**src/rtl/uart_tx_frame.sv**
```systemverilog
// uart_tx_frame: UART transmitter (start, 8 data LSB-first, stop) with one-deep holding register.
// Define UART_TX_PARITY_EN to add an even-parity bit after the data bits.
module uart_tx_frame #(
  parameter int CLKS_PER_BIT = 5208,
  parameter int CNT_W = $clog2(CLKS_PER_BIT)
) (
  input  logic       clk,
  input  logic       reset,
  input  logic [7:0] tx_data,
  input  logic       tx_valid,
  output logic       tx_ready,
  output logic       tx,
  output logic       tx_busy,
  output logic       tx_done
);
  typedef enum logic [2:0] {IDLE, START, DATA, PARITY, STOP} state_t;
  localparam logic [CNT_W-1:0] LAST = CNT_W'(CLKS_PER_BIT - 1);
  state_t state, state_n;
  logic [CNT_W-1:0] cnt, cnt_n;
  logic [2:0] idx, idx_n;
  logic [7:0] shift, shift_n, hold;
  logic hold_full, load, last, tx_n, accept;
`ifdef UART_TX_PARITY_EN
  logic par, par_n;
  assign par_n = load ? ^hold : par;
  always_ff @(posedge clk or negedge reset)
    if (!reset) par <= 1'b0;
    else par <= par_n;
`endif
  assign last = cnt == LAST;
  assign accept = tx_valid && !hold_full;
  assign tx_ready = !hold_full;
  assign tx_busy = state != IDLE;
  assign tx_done = state == STOP && last;
  always_ff @(posedge clk or negedge reset)
    if (!reset) begin
      state <= IDLE;
      cnt <= '0;
      idx <= '0;
      shift <= '0;
      hold_full <= 1'b0;
      tx <= 1'b1;
    end else begin
      state <= state_n;
      cnt <= cnt_n;
      idx <= idx_n;
      shift <= shift_n;
      hold_full <= accept ? 1'b1 : load ? 1'b0 : hold_full;
      tx <= tx_n;
    end
  // Holding register is written only while empty, so a queued byte is never overwritten.
  always_ff @(posedge clk)
    if (accept) hold <= tx_data;
  always_comb begin
    state_n = state;
    cnt_n = last ? '0 : cnt + 1'b1;
    idx_n = idx;
    shift_n = shift;
    load = 1'b0;
    case (state)
      IDLE: begin
        cnt_n = '0;
        if (hold_full) begin
          load = 1'b1;
          state_n = START;
        end
      end
      START: if (last) begin
        state_n = DATA;
        idx_n = '0;
      end
      DATA: if (last) begin
        shift_n = shift >> 1;
        idx_n = idx + 1'b1;
`ifdef UART_TX_PARITY_EN
        if (idx == 3'd7) state_n = PARITY;
`else
        if (idx == 3'd7) state_n = STOP;
`endif
      end
`ifdef UART_TX_PARITY_EN
      PARITY: if (last) state_n = STOP;
`endif
      STOP: if (last) begin
        load = hold_full;
        state_n = hold_full ? START : IDLE;
      end
      default: state_n = IDLE;
    endcase
    if (load) shift_n = hold;
    // tx is precomputed from the next state so the pin comes straight off a flop.
`ifdef UART_TX_PARITY_EN
    tx_n = state_n == START ? 1'b0 : state_n == DATA ? shift_n[0] : state_n == PARITY ? par_n : 1'b1;
`else
    tx_n = state_n == START ? 1'b0 : state_n == DATA ? shift_n[0] : 1'b1;
`endif
  end
endmodule

```
**config.mk**
```make
export PLATFORM = sky130hd
export DESIGN_NAME = uart_tx_frame
export DESIGN_NICKNAME = d
export VERILOG_FILES = /design/src/rtl/uart_tx_frame.sv
export SDC_FILE = /design/constraint.sdc
export NUM_CORES = 1
export LEC_CHECK = 0
export BUFFER_PORTS_ARGS = -buffer_cell sky130_fd_sc_hd__buf_4
export CORE_AREA = 2 2 60 62
export DETAILED_ROUTE_END_ITERATION = 8
export DIE_AREA = 0 0 62 64
export GPL_ROUTABILITY_DRIVEN = 0
export MAX_ROUTING_LAYER = met4
export PLACE_DENSITY = 0.74
export REMOVE_ABC_BUFFERS = 1
export SLEW_MARGIN = 20
export SYNTH_ARGS = -nofsm -noshare
export SYNTH_HDL_FRONTEND = slang
export SYNTH_SLANG_ARGS = --single-unit
```
**constraint.sdc**
```tcl
create_clock -name clk -period 3.28 [get_ports clk]
set_clock_uncertainty 0.05 [all_clocks]
set_input_delay 0 -clock clk [delete_from_list [all_inputs] [get_ports clk]]
set_output_delay 0 -clock clk [all_outputs]
set_load 0.01 [all_outputs]
```
## After elaboration in Yosys (flattened, before gate mapping)

Cells that the tools add are included.
Widths: inputs -> output; s select.

- Flip-flop bits (word level): 37
- Latch bits: 0
- Bits in writable memories: 0
- ROM bits: 0
- Bits of input ports: 11
- Output and inout bits: 4
- Word-level logic and storage cells: 52
- Memories: 0

- Add/subtract/negate cells: 2
- Multipliers: 0
- Divide/modulo/power cells: 0
- Magnitude comparators: 0
- Equality and inequality tests: 9
- Shift-type cells: 0
- Mux-type cells: 22
- Bitwise operators: 0
- Reductions and logical operators: 11

Operators by type and width:

| kind | count |
|---|---|
| $mux 13 | 2 |
| $mux 8 | 3 |
| $mux 3 | 7 |
| $add 13x1->13 const B | 1 |
| $eq 13x13->1 const B | 1 |
| $pmux 3 s4 | 1 |
| $reduce_bool 2->1 | 4 |
| $mux 1 | 7 |
| $eq 3x1->1 const B | 2 |
| $eq 3x2->1 const B | 2 |
| $eq 3x3->1 const B | 2 |
| $pmux 3 s2 | 1 |
| $ne 2x2->1 const B | 2 |
| $add 3x1->3 const B | 1 |
| $logic_not 3->1 | 1 |
| $reduce_and 3->1 | 1 |
| $reduce_bool 3->1 | 1 |
| $logic_and 1x1->1 | 2 |
| $pmux 1 s2 | 1 |
| $reduce_and 2->1 | 1 |
| $logic_not 1->1 | 1 |

## Depth between registers and ports, before layout

Gate-level depths: netlist of run 1.

- Word-level depth: 7
- Mapped depth: 8
- Gate-level depth less buffers: 6

## Worst setup path after synthesis of run 1

OpenSTA, ideal clock, no wires.

- Path type: reg-to-reg
- Start: register cnt[8]
- End: register shift[0]
- Library setup time: 127 ps
- Arrival time: 2226 ps
- Data required time: 3103 ps
- Slack: 877 ps
- Stages on the path, launching flop included: 7
- Buffers on the path: 2
- Clock period less this slack: 2403 ps
- Cell sequence: dfrtp_1 -> or4b_4 -> or4_4 -> buf_6 -> a21oi_4 -> buf_6 -> mux2_1

- Cells in the longest elaborated chain, start to end: 4
- Elaborated cells on any way between the ends: 6
- Those cells by class: eq/ne (1); mux (5)

Ends and longest elaborated chain:

| item | RTL line | source |
|---|---|---|
| start: declaration | 19 | `logic [CNT_W-1:0] cnt, cnt_n;` |
| start signal: assignment | 45 | `cnt <= cnt_n;` |
| $eq 13x13->1 * | 30 | `assign last = cnt == LAST;` |
| $mux 1 / $mux 8 (equally long branches) | 84, 72 |  |
| $pmux 1 s2 / $mux 8 (equally long branches) | 60 | `case (state)` |
| $mux 8 * | 90 | `if (load) shift_n = hold;` |
| named net shift_n[0] | 21 | `logic [7:0] shift, shift_n, hold;` |
| end signal: assignment | 47 | `shift <= shift_n;` |
| end: declaration | 21 |  |

The timed path passes the listed nets; every way through them passes the cells marked *. The select of a mux whose other input is x is not followed.
A chain may end at the register's enable or synchronous reset.

## Worst setup path after layout of run 1

- Start: register cnt[8]
- End: register shift[6]

- Cells in the longest elaborated chain, start to end: 5
- Elaborated cells on any way between the ends: 7
- Those cells by class: eq/ne (1); mux (3); reduce/logical (3)

Ends and longest elaborated chain:

| item | RTL line | source |
|---|---|---|
| $eq 13x13->1 * | 30 |  |
| $mux 1 | 84 | `STOP: if (last) begin` |
| $pmux 1 s2 | 60 |  |
| $reduce_bool 2->1 (no line) | - |  |
| $reduce_and 2->1 (no line) | - |  |

Every way passes the cells marked *; elsewhere a longest branch is shown, timed or not.

==> run_results.csv, run 1 <==
group,metric,value,unit
floorplanning,chipHeight,64,um
drt,vias,1257,
logic_synthesis,ys_warn_count,0,
clock_tree,ctsResizeCount,0,
finish,drive_gt1_frac,0.213,
finish,diodes,0,
global_routing,grt_pass1_wl,5840,um
clock_tree,cts_inserted_buffers,5,
floorplanning,rows,21,
setup_path,criticalPathCategory,"flop to flop",
global_routing,antenna_found_initial,0,
flow_run,maxCapViolations,0,
drt,ant_nets,0,
finish,nFillCells,277,
logic_synthesis,ys_ff_latch,37,
timing,fin_ws,0.737,ns
clock_tree,cts_sinks,37,
floorplanning,die_w,62,um
timing,relSlewSlack,0.542,
clock_tree,htreeDepth,2,
clock_tree,cts_root_buf,"clkbuf_4",
logic_synthesis,syn-cell-area,1760,sq um
drt,wl,3230,um
global_routing,grt_max_degree,30,
setup_path,cp_max_fo,13,
global_routing,grt-ovfl-total,0,
logic_synthesis,synth_cell_types,44,
placed_design,portBuffers,14,
logic_synthesis,synth_top_area_share,0.397,
clock_tree,clockBufferDepth,2,
power_and_ir_drop,power_density,583,nW/um^2
placed_design,place_hpwl,2280,um
drt,dr.pass1.iters,4,
timing,fin_crit_sh,0.775,
clock_tree,cts_tree,"done",
clock_tree,cts_setup_buffers,0,
clock_tree,ctsHoldBuffers,10,
timing,fmax,393,MHz
drt,routedWlPerCell,14.1,um
clock_tree,clock_latency,0.34,ns
finish,layout_commonest_cell,"dfrtp_1",
timing,rsz0062_at_grt,"no",
power_and_ir_drop,peakVddDrop,0.323,mV
logic_synthesis,ys.flop_type,"dfrtp_1",
timing,slew_violations,0,
timing,hold_violations,0,
global_routing,grt_pass1_vias,1333,
logic_synthesis,avgSynthCellArea,11.2,sq um
power_and_ir_drop,p_leak,0.881,nW
logic_synthesis,synthArstFlopShare,0.784,
drt,drt_iter0_drc,84,
setup_path,arrival,2.74,ns
worst_hold_path,hold_class,"input port to async pin",
timing,hold_ws,0.0664,ns
placed_design,dp_slack,0.745,ns
clock_tree,clkTransAtPathRegs,0.11,ns
finish,syn_to_final_growth,17.0,%
logic_synthesis,seq_area_frac_synth,0.548,
floorplanning,initial_core_util,0.537,
setup_path,worst_setup_path_end_kind,"flop",
outcome,status,"finished clean",
finish,mostFrequentLayoutCells,"dfrtp_1, nor2_1, buf_4",
finish,final_nets,196,
logic_synthesis,synthCells,157,
timing,worst_slew_pin_slew,0.680,ns
setup_path,start_kind,"flop",
floorplanning,coreArea,3280,sq um
floorplanning,io_pins,15,
logic_synthesis,synth-edff-count,8,
setup_path,worstPathRequired,3.47,ns
logic_synthesis,synth_area_leaders,"dfrtp_1, edfxtp_1, nor2_1, xor2_1, a21o_2",
power_and_ir_drop,power,1.20,mW
timing,fin_crit,2.54,ns
timing,setup_violations,0,
timing,tns,0,ns
floorplanning,die-area,3970,sq um
drt,drc,0,
global_routing,grt_usage,0.205,
logic_synthesis,synth_top_area_cell,"dfrtp_1",
drt,avgViaCountPerCell,5.49,
-- routing by layer --
metal  routed length, um  vias to the layer above  part of all wire  track usage
met5                   0                        -                 0            -
li1                    -                      612                 -            -
met2                1620                       31              0.50        0.326
met1                1430                      609              0.44        0.246
met3                 131                        5             0.041       0.0668
met4                  44                        0             0.014       0.0585
-- per-stage QoR --
| stage | cell area [sq um] | instances | util |
|---|---|---|---|
| floorplan | 1720 | 150 | - |
| global placement | 1890 | 211 | 0.575 |
| detailed placement | 1890 | 211 | 0.575 |
| CTS | 2060 | 229 | 0.629 |
| global route | 2060 | 229 | 0.629 |
| finish | 2060 | 229 | 0.629 |
-- final timing paths --
| check | start | endpoint | slack [ns] | cells after the start |
|---|---|---|---|---|
| max in group asynchronous | reset | tx | 2.80 | 2 |
| min in group clk | tx_data[3] | hold[3] | 0.32 | 2 |
| min reg2reg | hold[7] | shift[7] | 0.42 | 2 |
| min | reset | shift[1] | 0.07 | 2 |
| max reg2reg | cnt[8] | shift[6] | 0.74 | 5 |
| max | cnt[8] | shift[6] | 0.74 | 5 |
-- registers in the layout, indices dropped and copies added, names as in the netlist --
name	cells
cnt	13
hold	8
shift	8
idx	3
tx	1
hold_full	1
state	3
-- cell families after synthesis --
logic type / after synthesis / share of synthesized area
adder cells (fa/ha/maj): 3 / 0.0213
AND/OR/NAND/NOR: 65 / 0.212
flip-flops: 37 / 0.548
buffers and inverters: 12 / 0.0369
AO/OA/AOI/OAI: 28 / 0.119
XOR/XNOR: 10 / 0.0496
multiplexers: 2 / 0.0128
-- report_power, final --
part | internal [mW] | switching [mW] | total (mW)
sequential | 0.573 | 0.0892 | 0.662
clock | 0.160 | 0.145 | 0.305
combinational | 0.131 | 0.107 | 0.238
total | 0.863 | 0.341 | 1.20
-- synthesized netlist by cell type, types with 2 or more instances --
library cell  number
or3_1              2
o2bb2ai_1          2
nor4_1             3
a21o_2             5
nand3_1            4
dfrtp_1           28
nor3_1             2
a31oi_1            2
a22o_2             2
xnor2_1            4
buf_6              2
nand4_1            4
o21ai_0            6
inv_1              5
a21oi_1            4
nor2_1            17
nand2_1           11
nand4b_1           3
nor2b_1            3
a22o_1             4
nand3b_1           2
xor2_1             6
clkbuf_1           3
ha_1               3
edfxtp_1           8
or4b_2             2
and2_1             3
-- cell type report --
class,count,area [sq um],share of cell area
multi-input combinational,108,732,0.355
inverter,5,18.8,0.00909
timing repair buffer,25,213,0.103
tap,46,57.6,0.0279
clock inverter,2,35.0,0.0170
clock buffer,6,41.3,0.0200
sequential,37,967,0.468
-- worst max-delay path: stages (launching register included) --
cell and delay (ns):
dfrtp_1 0.46, or4b_4 0.57, or4_4 0.59, a21oi_4 0.35, nor2_1 0.18, a21o_2 0.24
No activity file was read; power rests on OpenSTA's default activity.
==> inputs of run 2 (changes only) <==
- CORE_AREA: 2 2 60 62 -> 2 2 62 64
- DIE_AREA: 0 0 62 64 -> 0 0 64 66
- PLACE_DENSITY: 0.74 -> 0.73
- clock period: 3.28 -> 2.3 ns (I/O delays scaled with it)
==> run 2 against run 1 <==
Setup slack got worse by 0.66 ns; sequential share of layout area decreased by 2.1 points; sequential cell count unchanged; critical path depth decreased by 1; cell count increased by 7.0%; clock power increased by 16%; sequential power increased by 38%; combinational power increased by 84%; clock-buffer cell count decreased by 1; register-to-register slack got worse by 0.66 ns; critical endpoint is now shift[0]; largest cell class unchanged; largest power group unchanged.
==> run_results.csv, run 2 (synthesis results as in run 1) <==
group,metric,value,unit
outcome,status,"finished clean",
clock_tree,clkTransAtPathRegs,0.12,ns
power_and_ir_drop,peakVddDrop,0.558,mV
global_routing,grt_pass1_vias,1309,
power_and_ir_drop,p_leak,0.947,nW
power_and_ir_drop,power_density,789,nW/um^2
timing,fin_crit,2.22,ns
timing,fmax,450,MHz
placed_design,portBuffers,14,
drt,vias,1296,
setup_path,worst_setup_path_end_kind,"flop",
setup_path,r2r-start,"state[2]",
clock_tree,cts_sinks,37,
floorplanning,rows,22,
drt,avgViaCountPerCell,5.29,
global_routing,grt_usage,0.191,
clock_tree,clock_latency,0.36,ns
flow_run,maxCapViolations,0,
drt,ant_nets,0,
power_and_ir_drop,p_clk_frac,0.208,
drt,drc,0,
global_routing,antenna_found_initial,0,
finish,largest_register,"cnt",
timing,setup_violations,0,
finish,final_nets,210,
finish,largest_reg_flops,13,
floorplanning,initial_core_util,0.497,
placed_design,place_hpwl,2370,um
power_and_ir_drop,power,1.71,mW
timing,slew_violations,0,
global_routing,grt_pass1_wl,5890,um
timing,worst_slew_pin_slew,0.615,ns
timing,relSlewSlack,0.589,
setup_path,crit_chain,"or4b_2 > nor4_2 > mux2_2 > mux2_1",
setup_path,cp_max_fo,3,
finish,syn_to_final_growth,22.8,%
setup_path,cp_slowest_cell,"or4b_2",
finish,drive_gt1_frac,0.289,
clock_tree,cts_inserted_buffers,5,
setup_path,arrival,2.43,ns
setup_path,r2r_end,"shift[0]",
drt,drt_iter0_drc,56,
setup_path,r2r_setup_slack,0.08,ns
finish,reg.largest.list,"cnt (13), hold (8), shift (8)",
power_and_ir_drop,swShare,0.309,
clock_tree,cts_root_buf,"clkbuf_4",
placed_design,place_area,1980,sq um
global_routing,grt_max_degree,30,
power_and_ir_drop,pwr-share-comb,0.257,
floorplanning,die-area,4220,sq um
setup_path,r2r_cells,4,
timing,fin_crit_sh,0.966,
clock_tree,clockBufferDepth,2,
power_and_ir_drop,internal-power,1.18,mW
timing,rsz0062_at_grt,"no",
setup_path,criticalPathCategory,"flop to flop",
timing,hold_violations,0,
setup_path,crit_path_max_incr_delay,0.68,ns
power_and_ir_drop,seqPwrFrac,0.535,
drt,wl,3430,um
worst_hold_path,hold_class,"input port to async pin",
setup_path,start_kind,"flop",
finish,layout_commonest_cell,"buf_4",
floorplanning,io_pins,15,
global_routing,grt-ovfl-total,0,
setup_path,worstPathRequired,2.50,ns
finish,fin_area,2170,sq um
clock_tree,htreeDepth,2,
drt,routedWlPerCell,14.0,um
power_and_ir_drop,p_sw,527,uW
floorplanning,chipHeight,66,um
drt,dr.pass1.iters,4,
floorplanning,coreArea,3550,sq um
floorplanning,die_w,64,um
timing,hold_ws,0.0323,ns
clock_tree,cts_tree,"done",
finish,mostFrequentLayoutCells,"buf_4, dfrtp_1, nor2_1",
finish,diodes,0,
-- run 2: cell count changes in the layout (fill, tap and decap cells not counted), sizes merged --
cell    change
bufinv      -1
buf        +14
clkinv      +2
clkbuf      -1
-- run 2: metrics by stage --
step,setup WS [ns],utilization,cells,setup TNS [ns]
after CTS,0.0123,0.603,243,0
final,0.0778,0.610,245,0
after global routing,0.00248,0.610,245,0
after detailed placement,0.0224,0.558,225,0
after global placement,0.0785,0.558,225,0
after floorplan,-0.0797,-,150,-0.476
-- run 2: power groups by stage --
| stage | registers, mW | logic, mW | clock network (mW) |
|---|---|---|---|
| 6_report | 0.914 | 0.439 | 0.355 |
| 5_1_grt | 0.935 | 0.488 | 0.394 |
| 4_1_cts | 0.919 | 0.413 | 0.369 |
| 3_5_place_dp | 0.928 | 0.401 | 0 |
| 3_3_place_gp | 0.923 | 0.381 | 0 |
| 2_1_floorplan | 0.919 | 0.247 | 0 |
-- run 2: routing by layer --
layer  track usage  part of all wire  up-vias
li1              -                 -      651
met1         0.216              0.43      613
met2         0.316              0.52       23
met3        0.0426             0.029        9
met4         0.103             0.024        0
met5             -                 0        -
-- run 2: worst max-delay path by stage --
stage                     startpoint        to  slack, ns  cells after the start
after global routing          cnt[3]  shift[1]      0.002                      6
after global placement        cnt[8]  shift[4]       0.08                      5
after CTS                     cnt[8]  shift[6]       0.01                      5
after floorplan               cnt[8]  shift[2]      -0.08                      5
final                       state[2]  shift[0]       0.08                      4
after detailed placement      cnt[8]  shift[4]       0.02                      5
-- run 2: worst max-delay path: cells and delay by family, from the launching register on --
family           cells  cell delay [ns]
and+or+nand+nor      2             0.99
muxes                2             0.68
DFF                  1             0.41
-- run 2: area by class of cell --
class	count	area (sq um)
fill	281	1390
sequential	37	968
multi-input combinational	108	741
timing repair buffer	39	318
tap	48	60.1
clock buffer	5	37.5
clock inverter	3	22.5
inverter	5	18.8
-- run 2: what timing repair did --
item | in CTS | in global routing
endpoints found under the setup margin | 0 | 6
gates resized for setup | 0 | 3
hold endpoints to repair | 38 | 0
hold buffers | 10 | 0
buffers inserted | 0 | 2
